### src/rtl/lz77_stream_ctrl.sv
// ---------------------------------------------------------------------------
// lz77_stream_ctrl
//
// Sequences one LZ77 compression block at a time. It sits between an
// upstream byte stream, the LZ77 encoder core and a downstream token consumer.
//   1. Holds the core in reset while idle.
//   2. Streams exactly BLOCK_LEN characters into the core, one per cycle, with
//      no gaps. If upstream is not valid on a beat, PAD_CHAR is sent instead.
//   3. Captures the core's one-cycle token pulses into a small first-word
//      fall-through FIFO. The FIFO offers valid/ready backpressure downstream.
//   4. Waits for the core to finish and the FIFO to drain, then pulses done.
//
// Ports
//   clk, reset            clock, asynchronous active-high reset
//   start                 begin a block (honoured only when idle)
//   in_valid/in_data      upstream byte stream
//   in_ready              high for exactly BLOCK_LEN consecutive cycles per block
//   enc_reset             registered reset to the encoder core
//   enc_chardata          character presented to the core during LOAD
//   enc_valid/enc_finish  core token pulse / core finished level
//   enc_offset/enc_match_len/enc_char_nxt   core token fields
//   out_valid/out_ready   downstream handshake for the FIFO head
//   out_offset/out_len/out_char             FIFO head token fields
//   busy, done            block in progress / one-cycle completion pulse
//   token_count           tokens captured in the current block (saturating)
//   err_underrun          sticky: upstream not valid on a load beat
//   err_overflow          sticky: token arrived while the FIFO was full
// ---------------------------------------------------------------------------
module lz77_stream_ctrl #(
    parameter int         BLOCK_LEN  = 8192,
    parameter int         FIFO_DEPTH = 4,
    parameter logic [7:0] PAD_CHAR   = 8'h00
) (
    input  logic        clk,
    input  logic        reset,
    input  logic        start,
    input  logic        in_valid,
    input  logic [7:0]  in_data,
    output logic        in_ready,
    output logic        enc_reset,
    output logic [7:0]  enc_chardata,
    input  logic        enc_valid,
    input  logic        enc_finish,
    input  logic [4:0]  enc_offset,
    input  logic [4:0]  enc_match_len,
    input  logic [7:0]  enc_char_nxt,
    output logic        out_valid,
    input  logic        out_ready,
    output logic [4:0]  out_offset,
    output logic [4:0]  out_len,
    output logic [7:0]  out_char,
    output logic        busy,
    output logic        done,
    output logic [13:0] token_count,
    output logic        err_underrun,
    output logic        err_overflow
);

    localparam int CNT_W  = (BLOCK_LEN > 1) ? $clog2(BLOCK_LEN) : 1;
    localparam int PTR_W  = (FIFO_DEPTH > 1) ? $clog2(FIFO_DEPTH) : 1;
    localparam int FCNT_W = PTR_W + 1;
    localparam int TOK_W  = 18;

    localparam logic [CNT_W-1:0]  LOAD_LAST  = CNT_W'(BLOCK_LEN - 1);
    localparam logic [FCNT_W-1:0] FIFO_FULL  = FCNT_W'(FIFO_DEPTH);
    localparam logic [13:0]       TOKEN_SAT  = 14'h3FFF;

    typedef enum logic [2:0] {
        S_IDLE   = 3'd0,
        S_LOAD   = 3'd1,
        S_ENCODE = 3'd2,
        S_DRAIN  = 3'd3,
        S_DONE   = 3'd4
    } state_t;

    state_t state_reg, state_next;

    logic [CNT_W-1:0]  load_cnt_reg;
    logic              enc_reset_reg;
    logic [13:0]       token_count_reg;
    logic              err_underrun_reg;
    logic              err_overflow_reg;

    logic [TOK_W-1:0]  fifo_mem [FIFO_DEPTH];
    logic [PTR_W-1:0]  wr_ptr_reg;
    logic [PTR_W-1:0]  rd_ptr_reg;
    logic [FCNT_W-1:0] fifo_count_reg;

    // Handshake / event decodes shared by the FSM and the datapath.
    logic accept_start;
    logic push;
    logic pop;
    logic fifo_full;
    logic fifo_empty;
    logic push_ok;
    logic overflow;

    assign accept_start = (state_reg == S_IDLE) && start;
    assign fifo_full    = (fifo_count_reg == FIFO_FULL);
    assign fifo_empty   = (fifo_count_reg == '0);
    assign pop          = !fifo_empty && out_ready;
    assign push         = enc_valid && (state_reg != S_IDLE);
    // A pop in the same cycle frees the slot the push needs, so a full FIFO
    // only overflows when nothing is leaving.
    assign push_ok      = push && (!fifo_full || pop);
    assign overflow     = push && fifo_full && !pop;

    // -----------------------------------------------------------------------
    // FSM: state register
    // -----------------------------------------------------------------------
    always_ff @(posedge clk or posedge reset) begin
        if (reset) begin
            state_reg <= S_IDLE;
        end else begin
            state_reg <= state_next;
        end
    end

    // -----------------------------------------------------------------------
    // FSM: next-state logic
    // -----------------------------------------------------------------------
    always_comb begin
        state_next = state_reg;
        case (state_reg)
            S_IDLE: begin
                if (start) begin
                    state_next = S_LOAD;
                end
            end
            S_LOAD: begin
                if (load_cnt_reg == LOAD_LAST) begin
                    state_next = S_ENCODE;
                end
            end
            S_ENCODE: begin
                if (enc_finish) begin
                    state_next = S_DRAIN;
                end
            end
            S_DRAIN: begin
                // Leave only when the FIFO is empty and no late token is
                // arriving in this cycle.
                if (fifo_empty && !push) begin
                    state_next = S_DONE;
                end
            end
            S_DONE: begin
                state_next = S_IDLE;
            end
            default: begin
                state_next = S_IDLE;
            end
        endcase
    end

    // -----------------------------------------------------------------------
    // FSM: outputs
    // -----------------------------------------------------------------------
    always_comb begin
        in_ready     = 1'b0;
        enc_chardata = 8'h00;
        busy         = (state_reg != S_IDLE);
        done         = 1'b0;
        case (state_reg)
            S_LOAD: begin
                in_ready     = 1'b1;
                enc_chardata = in_valid ? in_data : PAD_CHAR;
            end
            S_DONE: begin
                done = 1'b1;
            end
            default: begin
            end
        endcase
    end

    // -----------------------------------------------------------------------
    // Load counter and encoder reset
    // -----------------------------------------------------------------------
    always_ff @(posedge clk or posedge reset) begin
        if (reset) begin
            load_cnt_reg  <= '0;
            enc_reset_reg <= 1'b1;
        end else begin
            if (accept_start) begin
                load_cnt_reg  <= '0;
                enc_reset_reg <= 1'b0;
            end else if (state_reg == S_LOAD) begin
                load_cnt_reg <= load_cnt_reg + CNT_W'(1);
            end
            // The core goes back into reset on the edge that leaves DONE.
            if (state_reg == S_DONE) begin
                enc_reset_reg <= 1'b1;
            end
        end
    end

    assign enc_reset = enc_reset_reg;

    // -----------------------------------------------------------------------
    // Token counter and sticky error flags. They are cleared only by an
    // accepted start, so they stay stable after DONE.
    // -----------------------------------------------------------------------
    always_ff @(posedge clk or posedge reset) begin
        if (reset) begin
            token_count_reg  <= '0;
            err_underrun_reg <= 1'b0;
            err_overflow_reg <= 1'b0;
        end else if (accept_start) begin
            token_count_reg  <= '0;
            err_underrun_reg <= 1'b0;
            err_overflow_reg <= 1'b0;
        end else begin
            // Dropped tokens are still counted: the count reflects the
            // tokens the core produced.
            if (push && (token_count_reg != TOKEN_SAT)) begin
                token_count_reg <= token_count_reg + 14'd1;
            end
            if ((state_reg == S_LOAD) && !in_valid) begin
                err_underrun_reg <= 1'b1;
            end
            if (overflow) begin
                err_overflow_reg <= 1'b1;
            end
        end
    end

    assign token_count  = token_count_reg;
    assign err_underrun = err_underrun_reg;
    assign err_overflow = err_overflow_reg;

    // -----------------------------------------------------------------------
    // Token FIFO (first-word fall-through). A reset discards the contents by
    // clearing the pointers, so the storage itself needs no reset.
    // -----------------------------------------------------------------------
    always_ff @(posedge clk) begin
        if (push_ok) begin
            fifo_mem[wr_ptr_reg] <= {enc_offset, enc_match_len, enc_char_nxt};
        end
    end

    always_ff @(posedge clk or posedge reset) begin
        if (reset) begin
            wr_ptr_reg     <= '0;
            rd_ptr_reg     <= '0;
            fifo_count_reg <= '0;
        end else begin
            // Pointer width equals log2(FIFO_DEPTH), so wrap is implicit.
            if (push_ok) begin
                wr_ptr_reg <= wr_ptr_reg + PTR_W'(1);
            end
            if (pop) begin
                rd_ptr_reg <= rd_ptr_reg + PTR_W'(1);
            end
            case ({push_ok, pop})
                2'b10:   fifo_count_reg <= fifo_count_reg + FCNT_W'(1);
                2'b01:   fifo_count_reg <= fifo_count_reg - FCNT_W'(1);
                default: fifo_count_reg <= fifo_count_reg;
            endcase
        end
    end

    logic [TOK_W-1:0] head_tok;
    assign head_tok   = fifo_mem[rd_ptr_reg];
    assign out_valid  = !fifo_empty;
    assign out_offset = head_tok[17:13];
    assign out_len    = head_tok[12:8];
    assign out_char   = head_tok[7:0];

endmodule

### config.mk
export PLATFORM = sky130hd
export DESIGN_NAME = lz77_stream_ctrl
export DESIGN_NICKNAME = d
export VERILOG_FILES = /design/src/rtl/lz77_stream_ctrl.sv
export SDC_FILE = /design/constraint.sdc
export NUM_CORES = 1
export LEC_CHECK = 0
export ABC_AREA = 1
export BUFFER_PORTS_ARGS = -buffer_cell sky130_fd_sc_hd__buf_2
export CORE_MARGIN = 2
export CORE_UTILIZATION = 35
export CTS_BUF_LIST = sky130_fd_sc_hd__clkbuf_2 sky130_fd_sc_hd__clkbuf_4 sky130_fd_sc_hd__clkbuf_8
export DETAILED_ROUTE_END_ITERATION = 6
export MAX_ROUTING_LAYER = met4
export PLACE_DENSITY = 0.57
export SLEW_MARGIN = 10
export SYNTH_ARGS = -nofsm -noshare
export SYNTH_HDL_FRONTEND = slang
export SYNTH_SLANG_ARGS = --single-unit
### constraint.sdc
create_clock -name clk -period 2.2 [get_ports clk]
set_clock_uncertainty 0.2 [all_clocks]
set_input_delay 0.22 -clock clk [delete_from_list [all_inputs] [get_ports clk]]
set_output_delay 0.22 -clock clk [all_outputs]
set_load 0.01 [all_outputs]
Yosys cells after proc, flatten, opt, wreduce, memory -nomap -nowiden
Memory sizes are Yosys's and may differ from the RTL's.
Index checks and enable logic that the tools add are counted.
{"block": "word_totals", "ff_bits": 40, "ram_bits": 72, "wordCells": 76, "mem_count": 1}
{"memory": "fifo_mem", "depth": 4, "word_bits": 18, "read_ports": 1, "rd_ports_with_merged_regs": 0, "write_ports": 1, "line": "84", "text": "logic [TOK_W-1:0] fifo_mem [FIFO_DEPTH];"}
{"block": "op_classes", "n_addsub": 6, "n_eq_ne": 13, "mux": 22, "reduce_logical": 25}
{"cell": "$mux W14", "count": 2}
{"cell": "$mux W13", "count": 2}
{"cell": "$mux W8", "count": 2}
{"cell": "$add A14 B1 Y14 const B", "count": 1}
{"cell": "$ne A14 B14 Y1 const B", "count": 1}
{"cell": "$add A13 B1 Y13 const B", "count": 1}
{"cell": "$eq A13 B13 Y1 const B", "count": 1}
{"cell": "$mux W3", "count": 4}
{"cell": "$pmux W3 S4", "count": 1}
{"cell": "$reduce_bool A2 Y1", "count": 6}
{"cell": "$mux W1", "count": 10}
{"cell": "$logic_and A1 B1 Y1", "count": 9}
{"cell": "$ne A2 B2 Y1 const B", "count": 4}
{"cell": "$eq A3 B2 Y1 const B", "count": 2}
{"cell": "$eq A3 B3 Y1 const B", "count": 2}
{"cell": "$logic_not A3 Y1", "count": 2}
{"cell": "$pmux W3 S2", "count": 1}
{"cell": "$logic_not A1 Y1", "count": 5}
{"cell": "$add A2 B1 Y2 const B", "count": 2}
{"cell": "$reduce_and A4 Y1", "count": 1}
{"cell": "$add A3 B1 Y3 const B", "count": 1}
{"cell": "$eq A3 B1 Y1 const B", "count": 1}
{"cell": "$reduce_bool A3 Y1", "count": 1}
{"cell": "$sub A3 B1 Y3 const B", "count": 1}
{"cell": "3 further kinds", "count": 3}

Longest topological paths before layout
Gate-level depths: netlist of run 1.
{"block": "depth", "ltp_word": 7, "depth_mapped": 11, "depth_no_buf": 11}

Worst setup path after synthesis of run 1
Ideal clock, no wire load.
{"block": "synth_path", "path_kind": "flip-flop to flip-flop", "from": "reg state_reg[1]", "to": "mem fifo_mem[0][0] (enable)", "arrival_ps": 1688, "t_required_ps": 1607, "slack_ps": -81, "path_stages_with_launch": 5, "synth_period_minus_slack_ps": 2281, "path_cell_list": "dfrtp_1 > inv_1 > a21oi_1 > nand2_1 > nor2_1"}
{"block": "synth_between", "elab_chain_cells": 5}
{"element": "start: declaration", "line": "76", "text": "state_t state_reg, state_next;"}
{"element": "start signal: assignment", "line": "115", "text": "state_reg <= state_next;"}
{"element": "$reduce_bool A3 Y1", "line": "102", "text": "assign push = enc_valid && (state_reg != S_IDLE);"}
{"element": "$logic_and A1 B1 Y1", "line": "102"}
{"element": "$logic_and A1 B1 Y1", "line": "105", "text": "assign push_ok = push && (!fifo_full || pop);"}
{"element": "$mux W1", "line": "237", "text": "if (push_ok) begin"}
{"element": "$mux W1 (not written as such)", "line": "238", "text": "fifo_mem[wr_ptr_reg] <= {enc_offset, enc_match_len, enc_char_nxt};"}
{"element": "end: declaration", "line": "84"}
Every way passes these cells.

Worst setup path after layout of run 1
{"block": "layout_path", "from": "reg rd_ptr_reg[0]", "to": "out out_char[4]"}
{"block": "layout_between", "elab_chain_cells": 1}
{"element": "start: declaration", "line": "86", "text": "logic [PTR_W-1:0] rd_ptr_reg;"}
{"element": "start signal: assignment", "line": "253", "text": "rd_ptr_reg <= rd_ptr_reg + PTR_W'(1);"}
{"element": "$mem_v2 Z4 W18"}
{"element": "end: declaration", "line": "51", "text": "output logic [7:0] out_char,"}
Every way passes these cells.

==> results.py, run 1 <==
metrics = {
    "status": {
        "status": "finished, final reports clean",
    },
    "grt": {
        "grt-ovfl-total": 0,
        "antenna_found_initial": 0,
        "first_global_vias": 3596,
        "track_usage_pct": 15.11,
        "grt_max_degree": 41,
        "grt_pass1_wl_microns": 17370,
    },
    "critical_path": {
        "critPathLaunchType": "flop",
        "r2r_end": "fifo_count_reg[2]",
        "crit_arrival_ns": 1.65,
        "cp_max_fo": 37,
        "startpoint": "rd_ptr_reg[0]",
        "r2r_start": "state_reg[0]",
        "required_ns": 1.78,
        "r2r_slack_ns": 0.17,
        "cp-end-kind": "output port",
        "path_class": "reg -> out",
        "critPathCapture": "out_char[4]",
        "rr_worst_depth": 11,
    },
    "routing": {
        "drc": 0,
        "firstDrtPassIters": 4,
        "drt-total-wl_microns": 10830,
        "post_drt_via_cell_ratio": 4.760,
        "ant_nets": 0,
        "wl_per_cell_microns": 13.54,
        "drt_iter0_drc": 307,
        "vias": 3808,
    },
    "power_and_ir_drop": {
        "power_leakage_nw": 2.622,
        "ir_drop_uv": 510.6,
        "power.density_nw_per_um2": 1130,
    },
    "clock_tree": {
        "numClockSinks": 112,
        "cts_tree": "done",
        "ctsLongestPathBuffers": 2,
        "htreeDepth": 3,
        "clk_latency_ns": 0.38,
        "cts.clk_slew.worst_paths_ns": 0.11,
        "cts_buffers": 9,
        "root_buffer": "clkbuf_8",
    },
    "floorplan": {
        "rows": 43,
        "core_area_sq_um": 13990,
        "die-area_sq_um": 15400,
        "fp.dieW_microns": 124.1,
        "die_h_microns": 124.1,
        "io_pins": 80,
        "initial_core_util_pct": 36.08,
    },
    "placement": {
        "gp_congestion": 0.8158,
        "io_buffers": 79,
        "place_hpwl_microns": 7397,
        "dpl_cell_area_sq_um": 5749,
    },
    "finish": {
        "syn2layout_area_growth_pct": 23.15,
        "diodes": 0,
        "finalInstanceArea_sq_um": 6216,
        "num-nets-final": 655,
        "largest_register_ffs": 72,
        "final_layout_size_suffix_gt1_share_pct": 21.45,
    },
    "sta": {
        "hold_violations": 0,
        "setup_viol": 0,
        "slew-limit-headroom_pct": 64.73,
        "grt_setup_unrepaired": "no",
        "maxSlewViolCount": 0,
        "fmax_mhz": 483.6,
        "fin_tns_setup_ns": 0,
        "min_period_over_period_pct": 93.98,
        "fin_crit_ns": 2.068,
        "worst_slew_pin_slew_ns": 0.5290,
    },
    "synth": {
        "syn_area_sq_um": 5047,
        "synth-edff-count": 72,
        "yosysUniqueCellTypes": 36,
        "synth_ff_type": "edfxtp_1",
        "ys_seq_area_share_pct": 62.69,
        "synth_common_cells": "nand2_1 (97), nor2_1 (84), edfxtp_1 (72), o21ai_0 (44)",
        "yosysWarnings": 0,
        "async_reset_ff_share_pct": 35.71,
        "synth_top_area_share_pct": 42.84,
        "synth.avg_cell_area_sq_um": 10.01,
        "synth.area.top_cells": "edfxtp_1 (43%), dfrtp_1 (19%), nand2_1 (7.2%)",
        "synth-seq-cells": 112,
        "synth.most_common_cell": "nand2_1",
        "syn-num-nets": 544,
        "synth_cells": 504,
        "post-synth-top-area-cell": "edfxtp_1",
    },
    "min_path": {
        "whs_path_depth": 5,
        "hold_class": "in -> reg",
    },
    "flow_run": {
        "drv_cap": 0,
    },
}
-- worst min-delay path by stage --
stage	from	to	slack, ns
2_1_floorplan	enc_char_nxt[0]	fifo_mem[0][0]	0.12
3_3_place_gp	reset	token_count[1]	0.19
3_5_place_dp	reset	token_count[0]	0.20
4_1_cts	enc_valid	token_count[0]	0.07
5_1_grt	enc_valid	token_count[5]	0.11
6_report	enc_valid	token_count[0]	0.09
-- area by class of cell --
type	instances	area [sq um]
clock buffers	9	123.9
clock inverters	7	90.09
fillers	1366	7772
inverters	42	165.2
multi-input cells	335	1662
flip-flops and latches	112	3166
well taps	180	225.2
repair buffers	115	784.5
-- cells by family after synthesis --
logic type | count (synthesis) | synth area share, %
buffers and inverters | 57 | 4.735
XOR/XNOR | 6 | 1.041
adder cells (fa/ha/maj) | 7 | 1.884
AND/OR/NAND/NOR | 239 | 20.60
flip-flops | 112 | 62.69
AO/OA/AOI/OAI | 83 | 9.048
-- metrics by stage --
stage          total power [mW]  setup slack [ns]  std cells  hold WS [ns]  utilization [%]
2_1_floorplan             4.640          -0.08050        504        0.1189                -
3_3_place_gp              5.608            0.2609        760        0.1876            41.10
3_5_place_dp              5.682            0.1865        760        0.2005            41.10
4_1_cts                   7.053          0.005319        797       0.06894            44.16
5_1_grt                   7.561          0.009084        800        0.1129            44.44
6_report                  7.022            0.1323        800       0.09053            44.44
-- layout by cell type, fill, tap and decap left out, types with 18 or more instances in the layout --
cell | Yosys | layout
dfrtp_1 | 39 | 38
edfxtp_1 | 72 | 72
o21ai_0 | 44 | 44
nand3_1 | 30 | 30
dlygate4sd3_1 | 0 | 21
nand2_1 | 97 | 97
buf_2 | 2 | 79
o22ai_1 | 18 | 18
inv_1 | 39 | 37
nor2_1 | 84 | 80
-- power breakdown --
group          switching (mW)  internal [mW]  leakage, nW
sequential              0.227           2.68         1.18
combinational            1.75           1.04         1.33
clock                   0.759          0.561        0.110
-- what timing repair did --
action,4_1_cts,5_1_grt
endpoints found under the setup margin,3,12
hold buffers,21,0
gates resized for setup,1,5
buffers inserted,0,3
endpoints found under the hold margin,113,0
-- critical path: stages (launching register included) --
cell	delay, ns
dfrtp_1	0.42
buf_6	0.28
o21ai_0	0.13
o22ai_1	0.25
buf_2	0.19
-- per-layer routing --
metal  GRT usage [%]  vias to the layer above  share of wire (%)
met1           19.24                     1775                 46
met4           3.862                        0                1.0
met2           23.91                       91                 47
li1                -                     1934                  -
met5               -                        -                  0
met3           4.258                        8                5.6
No activity file was read; power rests on OpenSTA's default activity.
==> run 2: changes to the inputs <==
--- a/config.mk
+++ b/config.mk
@@ -9,7 +9,7 @@
 export BUFFER_PORTS_ARGS = -buffer_cell sky130_fd_sc_hd__buf_2
 export CORE_MARGIN = 2
 export CORE_UTILIZATION = 35
-export CTS_BUF_LIST = sky130_fd_sc_hd__clkbuf_2 sky130_fd_sc_hd__clkbuf_4 sky130_fd_sc_hd__clkbuf_8
+export CTS_BUF_LIST = sky130_fd_sc_hd__clkbuf_4 sky130_fd_sc_hd__clkbuf_8 sky130_fd_sc_hd__clkbuf_16
 export DETAILED_ROUTE_END_ITERATION = 6
 export MAX_ROUTING_LAYER = met4
 export PLACE_DENSITY = 0.57
==> results.py, run 2 (same netlist as run 1, synthesis figures left out) <==
metrics = {
    "finish": {
        "largest_register_ffs": 72,
        "fin_util_pct": 44.92,
        "syn2layout_area_growth_pct": 24.49,
        "layout.area.seq_sq_um": 3164,
        "diodes": 0,
        "mostFrequentLayoutCell": "nand2_1",
        "multiInputGateArea_sq_um": 1662,
        "final_layout_size_suffix_gt1_share_pct": 20.78,
        "finalInstanceArea_sq_um": 6284,
        "final_cell_mix": "nand2_1 (97), nor2_1 (80), buf_2 (79)",
        "num-nets-final": 651,
        "fillers": 1353,
    },
    "sta": {
        "setup_viol": 0,
        "fin_crit_ns": 2.087,
        "worst_slew_pin_slew_ns": 0.5306,
        "grt_setup_unrepaired": "no",
        "fmax_mhz": 479.2,
        "slew-limit-headroom_pct": 64.63,
        "hold_violations": 0,
        "maxSlewViolCount": 0,
        "min_period_over_period_pct": 94.85,
    },
    "flow_run": {
        "drv_cap": 0,
    },
    "placement": {
        "dpl_cell_area_sq_um": 5749,
        "io_buffers": 79,
        "gp_congestion": 0.8158,
        "place_hpwl_microns": 7397,
    },
    "grt": {
        "grt_max_degree": 41,
        "grt-ovfl-total": 0,
        "antenna_found_initial": 0,
        "first_global_vias": 3592,
        "grt_pass1_wl_microns": 17360,
        "track_usage_pct": 15.17,
    },
    "routing": {
        "drc": 0,
        "wl_per_cell_microns": 13.55,
        "firstDrtPassIters": 4,
        "drt_iter0_drc": 321,
        "drt-total-wl_microns": 10780,
        "ant_nets": 0,
        "vias": 3767,
        "post_drt_via_cell_ratio": 4.732,
    },
    "floorplan": {
        "die-area_sq_um": 15400,
        "core_area_sq_um": 13990,
        "io_pins": 80,
        "fp.dieW_microns": 124.1,
        "die_h_microns": 124.1,
        "rows": 43,
        "initial_core_util_pct": 36.08,
    },
    "clock_tree": {
        "cts_buffers": 9,
        "cts.clk_slew.worst_paths_ns": 0.07,
        "numClockSinks": 112,
        "cts_setup_buffers": 0,
        "cts_tree": "done",
        "clk_latency_ns": 0.35,
        "ctsLongestPathBuffers": 2,
        "root_buffer": "clkbuf_16",
        "htreeDepth": 3,
    },
    "power_and_ir_drop": {
        "power_leakage_nw": 2.651,
        "ir_drop_uv": 527.7,
        "power.density_nw_per_um2": 1173,
    },
    "critical_path": {
        "cp-end-kind": "output port",
        "cp_max_fo": 11,
        "critPathLaunchType": "flop",
        "path_class": "reg -> out",
        "crit_arrival_ns": 1.67,
        "required_ns": 1.78,
    },
    "min_path": {
        "hold_class": "in -> reg",
    },
    "status": {
        "status": "finished, final reports clean",
    },
}
-- run 2: changes by cell type in the layout (fill, tap and decap cells not counted), sizes merged --
| cell | change |
|---|---|
| buf | -3 |
| dlygate4sd3 | -1 |
-- run 2: per-layer routing --
metal  global-route usage (%)  vias to the layer above  routed length, microns
met5                        -                        -                       0
met4                    3.441                        0                     120
met3                    4.808                        7                     634
met2                    24.11                       88                    5133
met1                    19.06                     1748                    4895
li1                         -                     1924                       -
-- run 2: area by class of cell --
class / count / area share [%]
flip-flops and latches: 112 / 50.36
repair buffers: 111 / 11.97
well taps: 180 / 3.584
multi-input cells: 335 / 26.44
clock buffers: 9 / 3.584
clock inverters: 7 / 1.434
inverters: 42 / 2.628
-- run 2: through the flow --
stage / setup TNS [ns] / total power, mW / instances / hold slack, ns / setup WS (ns)
global route: 0 / 7.917 / 796 / 0.05763 / 0.001770
finish: 0 / 7.369 / 796 / 0.04262 / 0.1132
detailed placement: 0 / 5.682 / 760 / 0.2005 / 0.1865
global placement: 0 / 5.608 / 760 / 0.1876 / 0.2609
CTS: 0 / 7.444 / 796 / 0.03018 / 0.02617
floorplan: -5.796 / 4.640 / 504 / 0.1189 / -0.08050
-- run 2: what timing repair did --
action | in CTS | in global routing
endpoints found under the setup margin | 0 | 15
hold buffers | 20 | 0
resized for setup | 0 | 4
endpoints found under the hold margin | 112 | 0
-- run 2: path summary, 6_finish.rpt --
kind	start	to	slack [ns]	cells after the start
max in group asynchronous	reset	enc_reset	1.08	4
max	state_reg[1]	in_ready	0.11	5
min in group asynchronous	reset	token_count[0]	0.33	4
min reg2reg	err_underrun	err_underrun	0.30	2
max reg2reg	state_reg[0]	fifo_count_reg[2]	0.14	11
min	in_valid	err_underrun	0.04	4
-- run 2: critical path: stages (launching register included) --
cell and delay (ns):
dfrtp_1 0.44, inv_1 0.19, nand3_4 0.14, buf_4 0.20, inv_1 0.17, buf_2 0.17
-- run 2: power breakdown --
group	internal (mW)	switching [mW]
Sequential	2.68	0.222
Clock	0.918	0.801
Combinational	1.01	1.74
Total	4.61	2.76
==> run 3: changes to the inputs <==
--- a/config.mk
+++ b/config.mk
@@ -7,6 +7,7 @@
 export LEC_CHECK = 0
 export ABC_AREA = 1
 export BUFFER_PORTS_ARGS = -buffer_cell sky130_fd_sc_hd__buf_2
+export CORE_ASPECT_RATIO = 1.1
 export CORE_MARGIN = 2
 export CORE_UTILIZATION = 35
 export CTS_BUF_LIST = sky130_fd_sc_hd__clkbuf_4 sky130_fd_sc_hd__clkbuf_8 sky130_fd_sc_hd__clkbuf_16
==> results.py, run 3 (same netlist as run 1, synthesis figures left out) <==
metrics = {
    "finish": {
        "final_cell_mix": "nand2_1 (97), nor2_1 (80), buf_2 (79)",
        "largest_register_ffs": 72,
        "mostFrequentLayoutCell": "nand2_1",
        "final_layout_size_suffix_gt1_share_pct": 21.29,
        "syn2layout_area_growth_pct": 25.28,
        "multiInputGateArea_sq_um": 1654,
        "fillers": 1423,
        "final_cell_count_no_fill": 812,
        "diodes": 0,
        "num-nets-final": 655,
        "layout.area.seq_sq_um": 3164,
    },
    "grt": {
        "met1_usage_pct": 18.37,
        "track_usage_pct": 15.30,
        "grt_max_degree": 41,
        "use_met3_pct": 4.851,
        "antenna_found_initial": 0,
        "first_global_vias": 3728,
        "grt.met2_usage_pct": 25.03,
        "grt-ovfl-total": 0,
        "grt_pass1_wl_microns": 17900,
        "top_usage_layer": "met2",
    },
    "critical_path": {
        "critPathLaunchType": "flop",
        "cpMostUsedCell": "nand2_1",
        "crit_chain": "nor2_4 > nand2_2 > nand2_4 > nand3_1 > fa_1 > inv_1 > nand2_1 > nand2_1 > nand2_1 > nand2_1 > inv_1",
        "cp_max_fo": 6,
        "startpoint": "state_reg[0]",
        "crit_arrival_ns": 2.09,
        "cp-end-kind": "flop",
        "slowest_stage": "dfrtp_1",
        "slowest_delay_ns": 0.46,
        "r2r_start": "state_reg[0]",
        "path_class": "reg -> reg",
        "required_ns": 2.25,
    },
    "power_and_ir_drop": {
        "power.density_nw_per_um2": 1167,
        "ir_drop_uv": 491.9,
        "p_total_mw": 7.379,
        "power_leakage_nw": 2.670,
    },
    "floorplan": {
        "core_area_sq_um": 14270,
        "die-area_sq_um": 15400,
        "die_h_microns": 130.0,
        "io_pins": 80,
        "initial_core_util_pct": 35.36,
        "rows": 46,
        "fp.dieW_microns": 118.5,
    },
    "sta": {
        "fin_tns_setup_ns": 0,
        "min_period_over_period_pct": 92.72,
        "fmax_mhz": 490.2,
        "setup_viol": 0,
        "worst_slew_pin_slew_ns": 0.5074,
        "slew-limit-headroom_pct": 66.17,
        "postLayoutSetupSlackWorst_ns": 0.1602,
        "fin_crit_ns": 2.040,
        "hold_violations": 0,
        "grt_setup_unrepaired": "no",
        "maxSlewViolCount": 0,
        "hold_ws_ns": 0.05377,
    },
    "min_path": {
        "hp-start": "in_valid",
        "hold_class": "in -> reg",
    },
    "routing": {
        "drt_iter0_drc": 244,
        "drc": 0,
        "ant_nets": 0,
        "wl_per_cell_microns": 13.40,
        "firstDrtPassIters": 4,
        "vias": 3842,
        "post_drt_via_cell_ratio": 4.732,
        "drt-total-wl_microns": 10880,
    },
    "clock_tree": {
        "root_buffer": "clkbuf_16",
        "cts_tree": "done",
        "ctsLongestPathBuffers": 2,
        "clk_latency_ns": 0.36,
        "cts_buffers": 9,
        "cts.clk_slew.worst_paths_ns": 0.07,
        "htreeDepth": 3,
        "numClockSinks": 112,
    },
    "placement": {
        "post-place-ws_ns": 0.1762,
        "io_buffers": 79,
        "place_hpwl_microns": 7724,
        "gp_congestion": 0.8429,
        "dp.cells": 774,
    },
    "status": {
        "status": "finished, final reports clean",
    },
    "flow_run": {
        "drv_cap": 0,
    },
}
==> run 3: cell count changes in the layout (fill, tap and decap cells not counted), sizes merged <==
cell	before	now
buf	91	95
inv	45	44
clkinv	1	2
==> run 3: stage by stage <==
step | utilization [%] | cell area [sq um]
after floorplan | - | 5047
after global placement | 40.49 | 5779
after detailed placement | 40.49 | 5779
after CTS | 44.12 | 6297
after global routing | 44.30 | 6324
final | 44.30 | 6324
==> run 3: worst max-delay path: cells and delay by family, from the launching register on <==
family,cells,cell delay (ns)
AND/OR/NAND/NOR,8,0.76
flip-flops,1,0.46
adder cells (fa/ha/maj),1,0.43
buffers and inverters,2,0.09
==> run 3: timing repair <==
item | 4_1_cts | 5_1_grt
buffers inserted | 0 | 2
endpoints found under the hold margin | 112 | 0
setup endpoints to repair | 0 | 14
resized for setup | 0 | 3
hold buffers | 20 | 0
==> run 3: worst paths after layout <==
kind,end,slack [ns],cells after the start
worst min register to register,err_underrun,0.30,2
worst max register to register,fifo_count_reg[2],0.16,11
worst max-delay path,fifo_count_reg[2],0.16,11
min in group asynchronous,token_count[0],0.32,4
worst min-delay path,err_underrun,0.05,4
max in group asynchronous,enc_reset,1.10,4
==> run 3: final cells by class <==
cell class                      instances  area share [%]
Clock inverter                          7           1.464
Clock buffer                            9           3.562
Inverter                               42           2.612
Multi-Input combinational cell        335           26.16
Sequential cell                       112           50.04
Tap cell                              192           3.799
Timing Repair Buffer                  115           12.37
==> run 3: layer usage <==
| layer | part of all wire, % | vias to the layer above |
|---|---|---|
| li1 | - | 1932 |
| met1 | 45 | 1821 |
| met2 | 50 | 77 |
| met3 | 3.9 | 12 |
| met4 | 0.99 | 0 |
| met5 | 0 | - |
==> run 3: power breakdown <==
group	internal, mW	switching [mW]	leakage [nW]	total (mW)
combinational	1.04	1.73	1.33	2.78
clock	0.915	0.790	0.156	1.71
sequential	2.68	0.216	1.18	2.90
total	4.64	2.74	2.67	7.38
